===== src/rtl/mem_ctrl_pkg.sv =====
// rtl/mem_ctrl_pkg.sv - shared encodings for the byte-serial memory controller.
package mem_ctrl_pkg;

    typedef enum logic [1:0] {
        ST_IDLE = 2'b00,
        ST_XFER = 2'b01,
        ST_LAST = 2'b10,
        ST_DONE = 2'b11
    } state_e;

    typedef enum logic [1:0] {
        LEN_BYTE = 2'b00,
        LEN_HALF = 2'b01,
        LEN_RSVD = 2'b10,
        LEN_WORD = 2'b11
    } len_e;

    typedef enum logic {
        GNT_DATA  = 1'b0,
        GNT_FETCH = 1'b1
    } gnt_e;

    // Level at which a requester's req line means "request present".
    localparam logic REQ_AVAIL = 1'b1;

    function automatic logic [2:0] len_bytes(input logic [1:0] len);
        case (len)
            LEN_BYTE: len_bytes = 3'd1;
            LEN_HALF: len_bytes = 3'd2;
            default:  len_bytes = 3'd4;
        endcase
    endfunction

endpackage


===== src/rtl/mem_ctrl_if.sv =====
// rtl/mem_ctrl_if.sv - requester, RAM and stall signals of mem_ctrl.
interface mem_ctrl_if #(parameter int RAM_AW = 32);
    logic              if_req;
    logic [31:0]       if_addr;
    logic [31:0]       if_rdata;
    logic              if_done;
    logic              mem_req;
    logic              mem_we;
    logic [31:0]       mem_addr;
    logic [31:0]       mem_wdata;
    logic [1:0]        mem_len;
    logic [31:0]       mem_rdata;
    logic              mem_done;
    logic [RAM_AW-1:0] ram_addr;
    logic [7:0]        ram_dout;
    logic              ram_we;
    logic [7:0]        ram_din;
    logic              stall_if;
    logic              stall_mem;

    modport slave (
        input  if_req, if_addr, mem_req, mem_we, mem_addr, mem_wdata, mem_len, ram_din,
        output if_rdata, if_done, mem_rdata, mem_done, ram_addr, ram_dout, ram_we,
               stall_if, stall_mem
    );

    modport master (
        output if_req, if_addr, mem_req, mem_we, mem_addr, mem_wdata, mem_len, ram_din,
        input  if_rdata, if_done, mem_rdata, mem_done, ram_addr, ram_dout, ram_we,
               stall_if, stall_mem
    );
endinterface


===== src/rtl/mem_ctrl_arb.sv =====
// rtl/mem_ctrl_arb.sv - fetch/data grant selection; MEM_CTRL_RR_EN selects round-robin
// between simultaneous requests, otherwise the data port always wins.
module mem_ctrl_arb
    import mem_ctrl_pkg::*;
(
    input  logic clk,
    input  logic rst,
    input  logic fetch_req,
    input  logic data_req,
    input  logic accept,
    output gnt_e pick
);

    gnt_e last_q, last_d;

    always_comb begin
`ifdef MEM_CTRL_RR_EN
        if (fetch_req && data_req)
            pick = (last_q == GNT_FETCH) ? GNT_DATA : GNT_FETCH;
        else
            pick = data_req ? GNT_DATA : GNT_FETCH;
`else
        pick = (data_req || !fetch_req) ? GNT_DATA : GNT_FETCH;
`endif
        last_d = accept ? pick : last_q;
    end

    always_ff @(posedge clk or posedge rst) begin
        if (rst) last_q <= GNT_FETCH;
        else     last_q <= last_d;
    end

endmodule


===== src/rtl/mem_ctrl.sv =====
// rtl/mem_ctrl.sv - shares one byte-wide RAM port between fetch and data requesters,
// sequencing 1/2/4-byte little-endian transfers (grant policy in mem_ctrl_arb).
module mem_ctrl
    import mem_ctrl_pkg::*;
#(
    parameter int RAM_AW = 32
) (
    input  logic        clk,
    input  logic        rst,
    mem_ctrl_if.slave   bus
);

    state_e            state_q, state_d;
    gnt_e              gnt_q, gnt_d, pick;
    logic [2:0]        cnt_q, cnt_d, n_q, n_d;
    logic [RAM_AW-1:0] base_q, base_d, ram_addr_q, ram_addr_d;
    logic [31:0]       wdata_q, wdata_d, if_rdata_q, if_rdata_d, mem_rdata_q, mem_rdata_d;
    logic [7:0]        ram_dout_q, ram_dout_d;
    logic              we_q, we_d, ram_we_q, ram_we_d;
    logic              if_done_q, if_done_d, mem_done_q, mem_done_d;
    logic              fetch_req, data_req, accept, capture;
    logic [1:0]        lane;

    assign fetch_req = (bus.if_req == REQ_AVAIL);
    assign data_req  = (bus.mem_req == REQ_AVAIL);
    assign accept    = (state_q == ST_IDLE) && (fetch_req || data_req);

    mem_ctrl_arb u_arb (
        .clk       (clk),
        .rst       (rst),
        .fetch_req (fetch_req),
        .data_req  (data_req),
        .accept    (accept),
        .pick      (pick)
    );

    always_comb begin
        state_d     = state_q;
        gnt_d       = gnt_q;
        cnt_d       = cnt_q;
        n_d         = n_q;
        base_d      = base_q;
        wdata_d     = wdata_q;
        we_d        = we_q;
        ram_addr_d  = ram_addr_q;
        ram_dout_d  = ram_dout_q;
        ram_we_d    = ram_we_q;
        if_rdata_d  = if_rdata_q;
        mem_rdata_d = mem_rdata_q;
        capture     = 1'b0;
        lane        = cnt_q[1:0] - 2'd1;

        case (state_q)
            ST_IDLE: begin
                if (accept) begin
                    gnt_d = pick;
                    if (pick == GNT_DATA) begin
                        base_d      = RAM_AW'(bus.mem_addr);
                        wdata_d     = bus.mem_wdata;
                        we_d        = bus.mem_we;
                        n_d         = len_bytes(bus.mem_len);
                        mem_rdata_d = '0;
                    end else begin
                        base_d      = RAM_AW'(bus.if_addr);
                        wdata_d     = '0;
                        we_d        = 1'b0;
                        n_d         = 3'd4;
                        if_rdata_d  = '0;
                    end
                    // Byte 0 is issued straight from the accept edge.
                    cnt_d      = 3'd0;
                    ram_addr_d = base_d;
                    ram_dout_d = wdata_d[7:0];
                    ram_we_d   = we_d;
                    state_d    = ST_XFER;
                end
            end
            ST_XFER: begin
                capture = !we_q && (cnt_q != 3'd0);
                cnt_d   = cnt_q + 3'd1;
                if (cnt_q == n_q - 3'd1) begin
                    ram_we_d = 1'b0;
                    state_d  = we_q ? ST_DONE : ST_LAST;
                end else begin
                    ram_addr_d = base_q + RAM_AW'(cnt_d);
                    ram_dout_d = wdata_q[{cnt_d[1:0], 3'b000} +: 8];
                    ram_we_d   = we_q;
                end
            end
            ST_LAST: begin
                capture = 1'b1;
                state_d = ST_DONE;
            end
            default: begin
                state_d = ST_IDLE;
            end
        endcase

        // ram_din answers the address issued one cycle earlier.
        if (capture) begin
            if (gnt_q == GNT_FETCH) if_rdata_d[{lane, 3'b000} +: 8] = bus.ram_din;
            else                    mem_rdata_d[{lane, 3'b000} +: 8] = bus.ram_din;
        end

        if_done_d  = (state_d == ST_DONE) && (gnt_q == GNT_FETCH);
        mem_done_d = (state_d == ST_DONE) && (gnt_q == GNT_DATA);
    end

    always_ff @(posedge clk or posedge rst) begin
        if (rst) begin
            state_q     <= ST_IDLE;
            gnt_q       <= GNT_DATA;
            cnt_q       <= '0;
            n_q         <= '0;
            base_q      <= '0;
            wdata_q     <= '0;
            we_q        <= 1'b0;
            ram_addr_q  <= '0;
            ram_dout_q  <= '0;
            ram_we_q    <= 1'b0;
            if_rdata_q  <= '0;
            mem_rdata_q <= '0;
            if_done_q   <= 1'b0;
            mem_done_q  <= 1'b0;
        end else begin
            state_q     <= state_d;
            gnt_q       <= gnt_d;
            cnt_q       <= cnt_d;
            n_q         <= n_d;
            base_q      <= base_d;
            wdata_q     <= wdata_d;
            we_q        <= we_d;
            ram_addr_q  <= ram_addr_d;
            ram_dout_q  <= ram_dout_d;
            ram_we_q    <= ram_we_d;
            if_rdata_q  <= if_rdata_d;
            mem_rdata_q <= mem_rdata_d;
            if_done_q   <= if_done_d;
            mem_done_q  <= mem_done_d;
        end
    end

    assign bus.ram_addr  = ram_addr_q;
    assign bus.ram_dout  = ram_dout_q;
    assign bus.ram_we    = ram_we_q;
    assign bus.if_rdata  = if_rdata_q;
    assign bus.mem_rdata = mem_rdata_q;
    assign bus.if_done   = if_done_q;
    assign bus.mem_done  = mem_done_q;
    assign bus.stall_if  = bus.if_req & ~bus.if_done;
    assign bus.stall_mem = bus.mem_req & ~bus.mem_done;

endmodule


===== src/flat_wrapper.sv =====
// flat-port wrapper written by rule: the top's interface ports become plain ports
module mem_ctrl_flat import mem_ctrl_pkg::*;
#(
    parameter int RAM_AW = 32
)
  (clk, rst, bus_if_req, bus_if_addr, bus_mem_req, bus_mem_we, bus_mem_addr, bus_mem_wdata, bus_mem_len, bus_ram_din, bus_if_rdata, bus_if_done, bus_mem_rdata, bus_mem_done, bus_ram_addr, bus_ram_dout, bus_ram_we, bus_stall_if, bus_stall_mem);
  mem_ctrl_if #(.RAM_AW(RAM_AW)) bus_i ();
  input  logic clk;
  input  logic rst;
  input wire logic [$bits(bus_i.if_req)-1:0] bus_if_req;
  input wire logic [$bits(bus_i.if_addr)-1:0] bus_if_addr;
  input wire logic [$bits(bus_i.mem_req)-1:0] bus_mem_req;
  input wire logic [$bits(bus_i.mem_we)-1:0] bus_mem_we;
  input wire logic [$bits(bus_i.mem_addr)-1:0] bus_mem_addr;
  input wire logic [$bits(bus_i.mem_wdata)-1:0] bus_mem_wdata;
  input wire logic [$bits(bus_i.mem_len)-1:0] bus_mem_len;
  input wire logic [$bits(bus_i.ram_din)-1:0] bus_ram_din;
  output wire logic [$bits(bus_i.if_rdata)-1:0] bus_if_rdata;
  output wire logic [$bits(bus_i.if_done)-1:0] bus_if_done;
  output wire logic [$bits(bus_i.mem_rdata)-1:0] bus_mem_rdata;
  output wire logic [$bits(bus_i.mem_done)-1:0] bus_mem_done;
  output wire logic [$bits(bus_i.ram_addr)-1:0] bus_ram_addr;
  output wire logic [$bits(bus_i.ram_dout)-1:0] bus_ram_dout;
  output wire logic [$bits(bus_i.ram_we)-1:0] bus_ram_we;
  output wire logic [$bits(bus_i.stall_if)-1:0] bus_stall_if;
  output wire logic [$bits(bus_i.stall_mem)-1:0] bus_stall_mem;
  assign bus_i.if_req = bus_if_req;
  assign bus_i.if_addr = bus_if_addr;
  assign bus_i.mem_req = bus_mem_req;
  assign bus_i.mem_we = bus_mem_we;
  assign bus_i.mem_addr = bus_mem_addr;
  assign bus_i.mem_wdata = bus_mem_wdata;
  assign bus_i.mem_len = bus_mem_len;
  assign bus_i.ram_din = bus_ram_din;
  assign bus_if_rdata = bus_i.if_rdata;
  assign bus_if_done = bus_i.if_done;
  assign bus_mem_rdata = bus_i.mem_rdata;
  assign bus_mem_done = bus_i.mem_done;
  assign bus_ram_addr = bus_i.ram_addr;
  assign bus_ram_dout = bus_i.ram_dout;
  assign bus_ram_we = bus_i.ram_we;
  assign bus_stall_if = bus_i.stall_if;
  assign bus_stall_mem = bus_i.stall_mem;
  mem_ctrl #(.RAM_AW(RAM_AW)) u_core (.clk(clk), .rst(rst), .bus(bus_i));
endmodule

===== config.mk =====
export PLATFORM = sky130hd
export DESIGN_NAME = mem_ctrl_flat
export DESIGN_NICKNAME = d
export VERILOG_FILES = /design/src/rtl/mem_ctrl_pkg.sv /design/src/rtl/mem_ctrl_if.sv /design/src/rtl/mem_ctrl_arb.sv /design/src/rtl/mem_ctrl.sv /design/src/flat_wrapper.sv
export SDC_FILE = /design/constraint.sdc
export NUM_CORES = 1
export LEC_CHECK = 0
export CAP_MARGIN = 20
export CORE_MARGIN = 1.5
export CORE_UTILIZATION = 54
export DETAILED_ROUTE_END_ITERATION = 7
export GPL_TIMING_DRIVEN = 0
export PLACE_DENSITY = 0.86
export SYNTH_ARGS = -nofsm -noshare
export SYNTH_HDL_FRONTEND = slang
export SYNTH_SLANG_ARGS = --single-unit
export TNS_END_PERCENT = 20

===== constraint.sdc =====
create_clock -name clk -period 12.2 [get_ports clk]
set_input_delay 1.22 -clock clk [delete_from_list [all_inputs] [get_ports clk]]
set_output_delay 1.22 -clock clk [all_outputs]
set_load 0.1 [all_outputs]

# ---- After elaboration in Yosys (flattened, before gate mapping)
# Index checks and enable logic that the tools add are counted.
dict set report totals {
  register_bits 181
  inputBits 111
  out_inout_bits 109
}
dict set report classes {
  addsub 5
  n_eq_ne 7
  n_shift 3
  n_mux 34
  n_bitwise 5
  reduce_logical 15
}
# op n
set ops {}
lappend ops {{two-way mux 32 bit} 14}
lappend ops {{bitwise mux 32 bit} 2}
lappend ops {{one-hot mux 32 bit (2 select lines)} 1}
lappend ops {{adder 32 x 3 -> 32 bit} 1}
lappend ops {{variable shift 8 x 7 -> 32 bit (first input constant)} 1}
lappend ops {{variable part select 32 x 6 -> 8 bit} 1}
lappend ops {{variable part select 8 x 7 -> 32 bit} 1}
lappend ops {{two-way mux 8 bit} 2}
lappend ops {{one-hot mux 8 bit (2 select lines)} 1}
lappend ops {{one-hot mux 3 bit (2 select lines)} 2}
lappend ops {{negation 5 -> 7 bit} 1}
lappend ops {{two-way mux 3 bit} 2}
lappend ops {{one-hot mux 2 bit (3 select lines)} 1}
lappend ops {{two-way mux 1 bit} 5}
lappend ops {{== test 2 x 1 -> 1 bit (second input constant)} 2}
lappend ops {{== test 2 bit (second input constant)} 2}
lappend ops {{logical AND 1 bit} 4}
lappend ops {{logical NOT 2 bit} 2}
lappend ops {{two-way mux 2 bit} 2}
lappend ops {{one-hot mux 1 bit (2 select lines)} 2}
lappend ops {{AND reduction 2 bit} 2}
lappend ops {{adder 3 x 1 -> 3 bit (second input constant)} 1}
lappend ops {{== test 3 bit} 1}
lappend ops {{NOT 1 bit} 3}
lappend ops {{other kinds (10)} 13}

# ---- Logic depth before layout (Yosys ltp)
dict set report depth {
  depth_word 8
  depth_mapped 12
  ltp_nobuf 9
}

# ---- Cells and area by module
# A second synthesis with hierarchy kept.
dict set report hier_totals {
  hier_cells 860
  area_unflattened_um2 8762.2
}
# module n_inst cells_per_inst area_per_inst_um2 seq_area_each_um2
set by_module_without_submodules {}
lappend by_module_without_submodules {mem_ctrl 1 859 8748.4 4529.3}
lappend by_module_without_submodules {mem_ctrl_arb 1 1 13.8 0.0}

# ---- Least setup slack after synthesis
# No wires, ideal clock.
dict set report synth_timing {
  kind {input -> output}
  startpoint {input bus_mem_req}
  endpoint {output bus_stall_mem}
  t_arrival_ns 2.808
  slack_ns 8.172
  stages 2
  path_cell_list {clkbuf_1 > nor2b_1}
}
dict set report synth_between {
  elab_chain_len 1
}
# item line
set synth_rtl {}
lappend synth_rtl {{from (decl)} flat_wrapper.sv:12} ;# input wire logic [$bits(bus_i.mem_req)-1:0] bus_mem_req;
lappend synth_rtl {{AND 1 bit} mem_ctrl.sv:151} ;# assign bus.stall_mem = bus.mem_req & ~bus.mem_done;
lappend synth_rtl {{to (decl)} flat_wrapper.sv:26} ;# output wire logic [$bits(bus_i.stall_mem)-1:0] bus_stall_mem;
# No other way between the ends.

# ---- Final worst setup path
dict set report layout_timing {
  startpoint {input bus_if_req}
  endpoint {output bus_stall_if}
}
dict set report layout_between {
  elab_chain_len 1
}
# item line
set layout_rtl {}
lappend layout_rtl {{from (decl)} flat_wrapper.sv:10} ;# input wire logic [$bits(bus_i.if_req)-1:0] bus_if_req;
lappend layout_rtl {{AND 1 bit} mem_ctrl.sv:150} ;# assign bus.stall_if = bus.if_req & ~bus.if_done;
lappend layout_rtl {{to (decl)} flat_wrapper.sv:25} ;# output wire logic [$bits(bus_i.stall_if)-1:0] bus_stall_if;
# No other way between the ends.

==> results.py <==
metrics = {
    "worst_hold_path": {
        "min_path_type": "reg2reg",
        "hold_depth": 2,
        "hold_start": "u_core.bus.ram_dout[1]",
    },
    "global_routing": {
        "grt_pass1_vias": 7992,
        "grt_usage_pct": 31.6,
        "grt_pass1_wl_um": 43300,
        "grt_max_degree": 102,
        "globalRouteOverflowTotal": 0,
        "antenna_found_initial": 0,
    },
    "layout": {
        "fin_nets": 1213,
        "multi_input_area_sq_um": 4070,
        "fin_cells": 1317,
        "syn_to_final_growth_pct": 34.2,
        "antenna_cells": 0,
        "fin_util_pct": 74.7,
        "fillers": 1106,
        "drive_above_1_share_pct": 6.72,
        "final_cell_area_sq_um": 11900,
        "final-seq-area_sq_um": 4530,
    },
    "place": {
        "placed_cells": 1285,
        "dpl_cell_area_sq_um": 11400,
        "port_buffers": 218,
        "gp_congestion": 0.946,
        "dp_hpwl_um": 19200,
    },
    "worst_setup_path": {
        "critical_path_arrival_ps": 3090,
        "start_kind": "input port",
        "crit-reg2reg-launch": "u_core.cnt_q[0]",
        "worstSetupStartpoint": "bus_if_req",
        "critPathKind": "in2out",
        "rr_worst_depth": 12,
        "cp.required_ps": 10980,
        "critPathMaxFanout": 5,
        "critPathCaptureType": "output pin",
    },
    "timing": {
        "rsz0062_at_grt": "false",
        "period_share_pct": 35.3,
        "finClkSkew_ps": 8.89,
        "slew_headroom_pct": 30.7,
        "min_period_ps": 4310,
        "finalSetupTns_ps": 0,
        "setup_viol": 0,
        "fmax_mhz": 232,
        "drv_slew": 0,
        "hold_viol_final": 0,
        "worstMarginPinSlew_ps": 1040,
    },
    "routing": {
        "wl_per_cell_um": 20.4,
        "vias": 8004,
        "drt_first_pass_iters": 5,
        "antenna_left": 0,
        "via_per_inst": 6.08,
        "finalWirelength_um": 26900,
        "first_iter_violations": 667,
        "drc": 0,
    },
    "logic_synthesis": {
        "synth-seq-cells": 181,
        "syn-instance-count": 850,
        "synth_cell_types": 62,
        "synth_area_sq_um": 8900,
        "synth_top_area_share_pct": 50.9,
        "syn_nets": 975,
        "yosysTopAreaCell": "dfrtp_1",
        "yosysMostFrequentCell": "dfrtp_1",
        "syn_area_per_cell_sq_um": 10.5,
        "synth_ff_type": "dfrtp_1",
        "async_flop_share_pct": 100,
        "yosysSeqAreaShare_pct": 50.9,
        "synthTopCellsByArea": "dfrtp_1 51%, a22o_1 7.6%, nand2_1 5.3%",
        "ys_top_cells_by_count": "181 x dfrtp_1, 126 x nand2_1, 80 x o21ai_0",
        "synth_edf_count": 0,
        "yosysWarnings": 0,
    },
    "clock_network": {
        "cts_setup_buffers": 0,
        "cts_tree": "done",
        "hold_buffers": 0,
        "cts.sinks": 181,
        "root_buffer": "clkbuf_16",
        "clk_latency_ps": 440,
        "htreeDepth": 4,
        "cts_resized": 0,
        "cts_made_buffers": 17,
        "clkTransAtPathRegs_ps": 70,
        "cts_buffer_depth": 2,
    },
    "run_status": {
        "status": "finished clean",
    },
    "floorplanning": {
        "core_area_sq_um": 16000,
        "die_area_sq_um": 17300,
        "row_count": 46,
        "dieWidth_um": 131,
        "ios": 220,
        "die_h_um": 131,
        "initial_core_util_pct": 55.6,
    },
    "job": {
        "drv_cap": 0,
    },
    "power": {
        "total_power_mw": 3.60,
        "p_leak_nw": 5.15,
        "p_per_area_nw_per_um2": 301,
        "peakVddDrop_mv": 0.170,
    },
}
-- worst paths after layout --
kind / endpoint / slack, ps
setup / recovery: bus_stall_if / 7890
hold / removal: u_core.bus.ram_dout[1] / 480
setup reg to reg: u_core.bus.ram_addr[22] / 8290
hold reg to reg: u_core.bus.ram_dout[1] / 480
max in group asynchronous: u_core.bus.if_rdata[21] / 10070
min in group asynchronous: u_core.wdata_q[8] / 1250
-- cell type report --
class | instances | share of cell area [%]
Timing Repair Buffer | 219 | 18.5
Sequential cell | 181 | 37.9
Tap cell | 216 | 2.26
Clock buffer | 17 | 3.56
Buffer | 58 | 2.04
Clock inverter | 15 | 1.13
Inverter | 16 | 0.566
Multi-Input combinational cell | 595 | 34.0
-- cell families after synthesis --
group / share of synthesized area (%)
buf+inv: 3.42
flops: 50.9
compound gates: 18.0
mux: 8.80
fa+ha+maj: 2.05
xor+xnor: 1.83
simple gates: 15.0
-- report_power, final --
part | leakage, nW | switching (mW) | internal, mW
combinational | 2.52 | 1.46 | 0.609
sequential | 2.35 | 0.178 | 0.815
clock | 0.273 | 0.262 | 0.270
total | 5.15 | 1.91 | 1.69
-- per-stage QoR --
step	setup WS (ps)	hold WS (ps)
finish	7890	480
global route	7840	512
CTS	7890	487
detailed placement	7890	470
global placement	3800	462
floorplan	6060	456
-- flip-flops by register name (all words and copies together) (netlist names) --
register and count:
u_core.base_q 32, u_core.bus.if_rdata 32, u_core.bus.mem_rdata 32, u_core.bus.ram_addr 32
u_core.wdata_q 32, u_core.bus.ram_dout 8, u_core.cnt_q 3, u_core.n_q 3
u_core.state_q 2, u_core.bus.if_done 1, u_core.bus.mem_done 1, u_core.bus.ram_we 1
u_core.gnt_q 1, u_core.we_q 1
-- layer usage --
layer | part of all wire (%) | wire length, um | global-route usage [%]
met2 | 48 | 12800 | 50.7
met3 | 8.4 | 2250 | 7.10
met4 | 3.5 | 938 | 13.3
met1 | 41 | 10900 | 41.7
met5 | 0 | 0 | 0
-- worst max-delay path, stage by stage --
cell and delay (ps):
clkdlybuf4s50_1 580, nor2b_1 160, clkdlybuf4s50_1 1130
-- cell usage in the layout, fill, tap and decap left out, types with 9 or more instances in the layout --
cell type        count
nand2b_1            16
clkdlybuf4s50_1    218
inv_1               15
nor2_1              14
and2_1              15
nor2b_1             15
mux2_2              10
nand3_1             16
buf_1                9
ha_1                13
buf_2                9
o31ai_1              9
o21ai_0             80
a21oi_1             33
and3_1              10
nand2_1            126
nor3b_1             13
dfrtp_1            181
mux2i_1             46
clkbuf_1            37
nor3_1              10
xor2_1               9
a22o_1              77
clkbuf_16           17
Power figures use the tool's default switching activity.
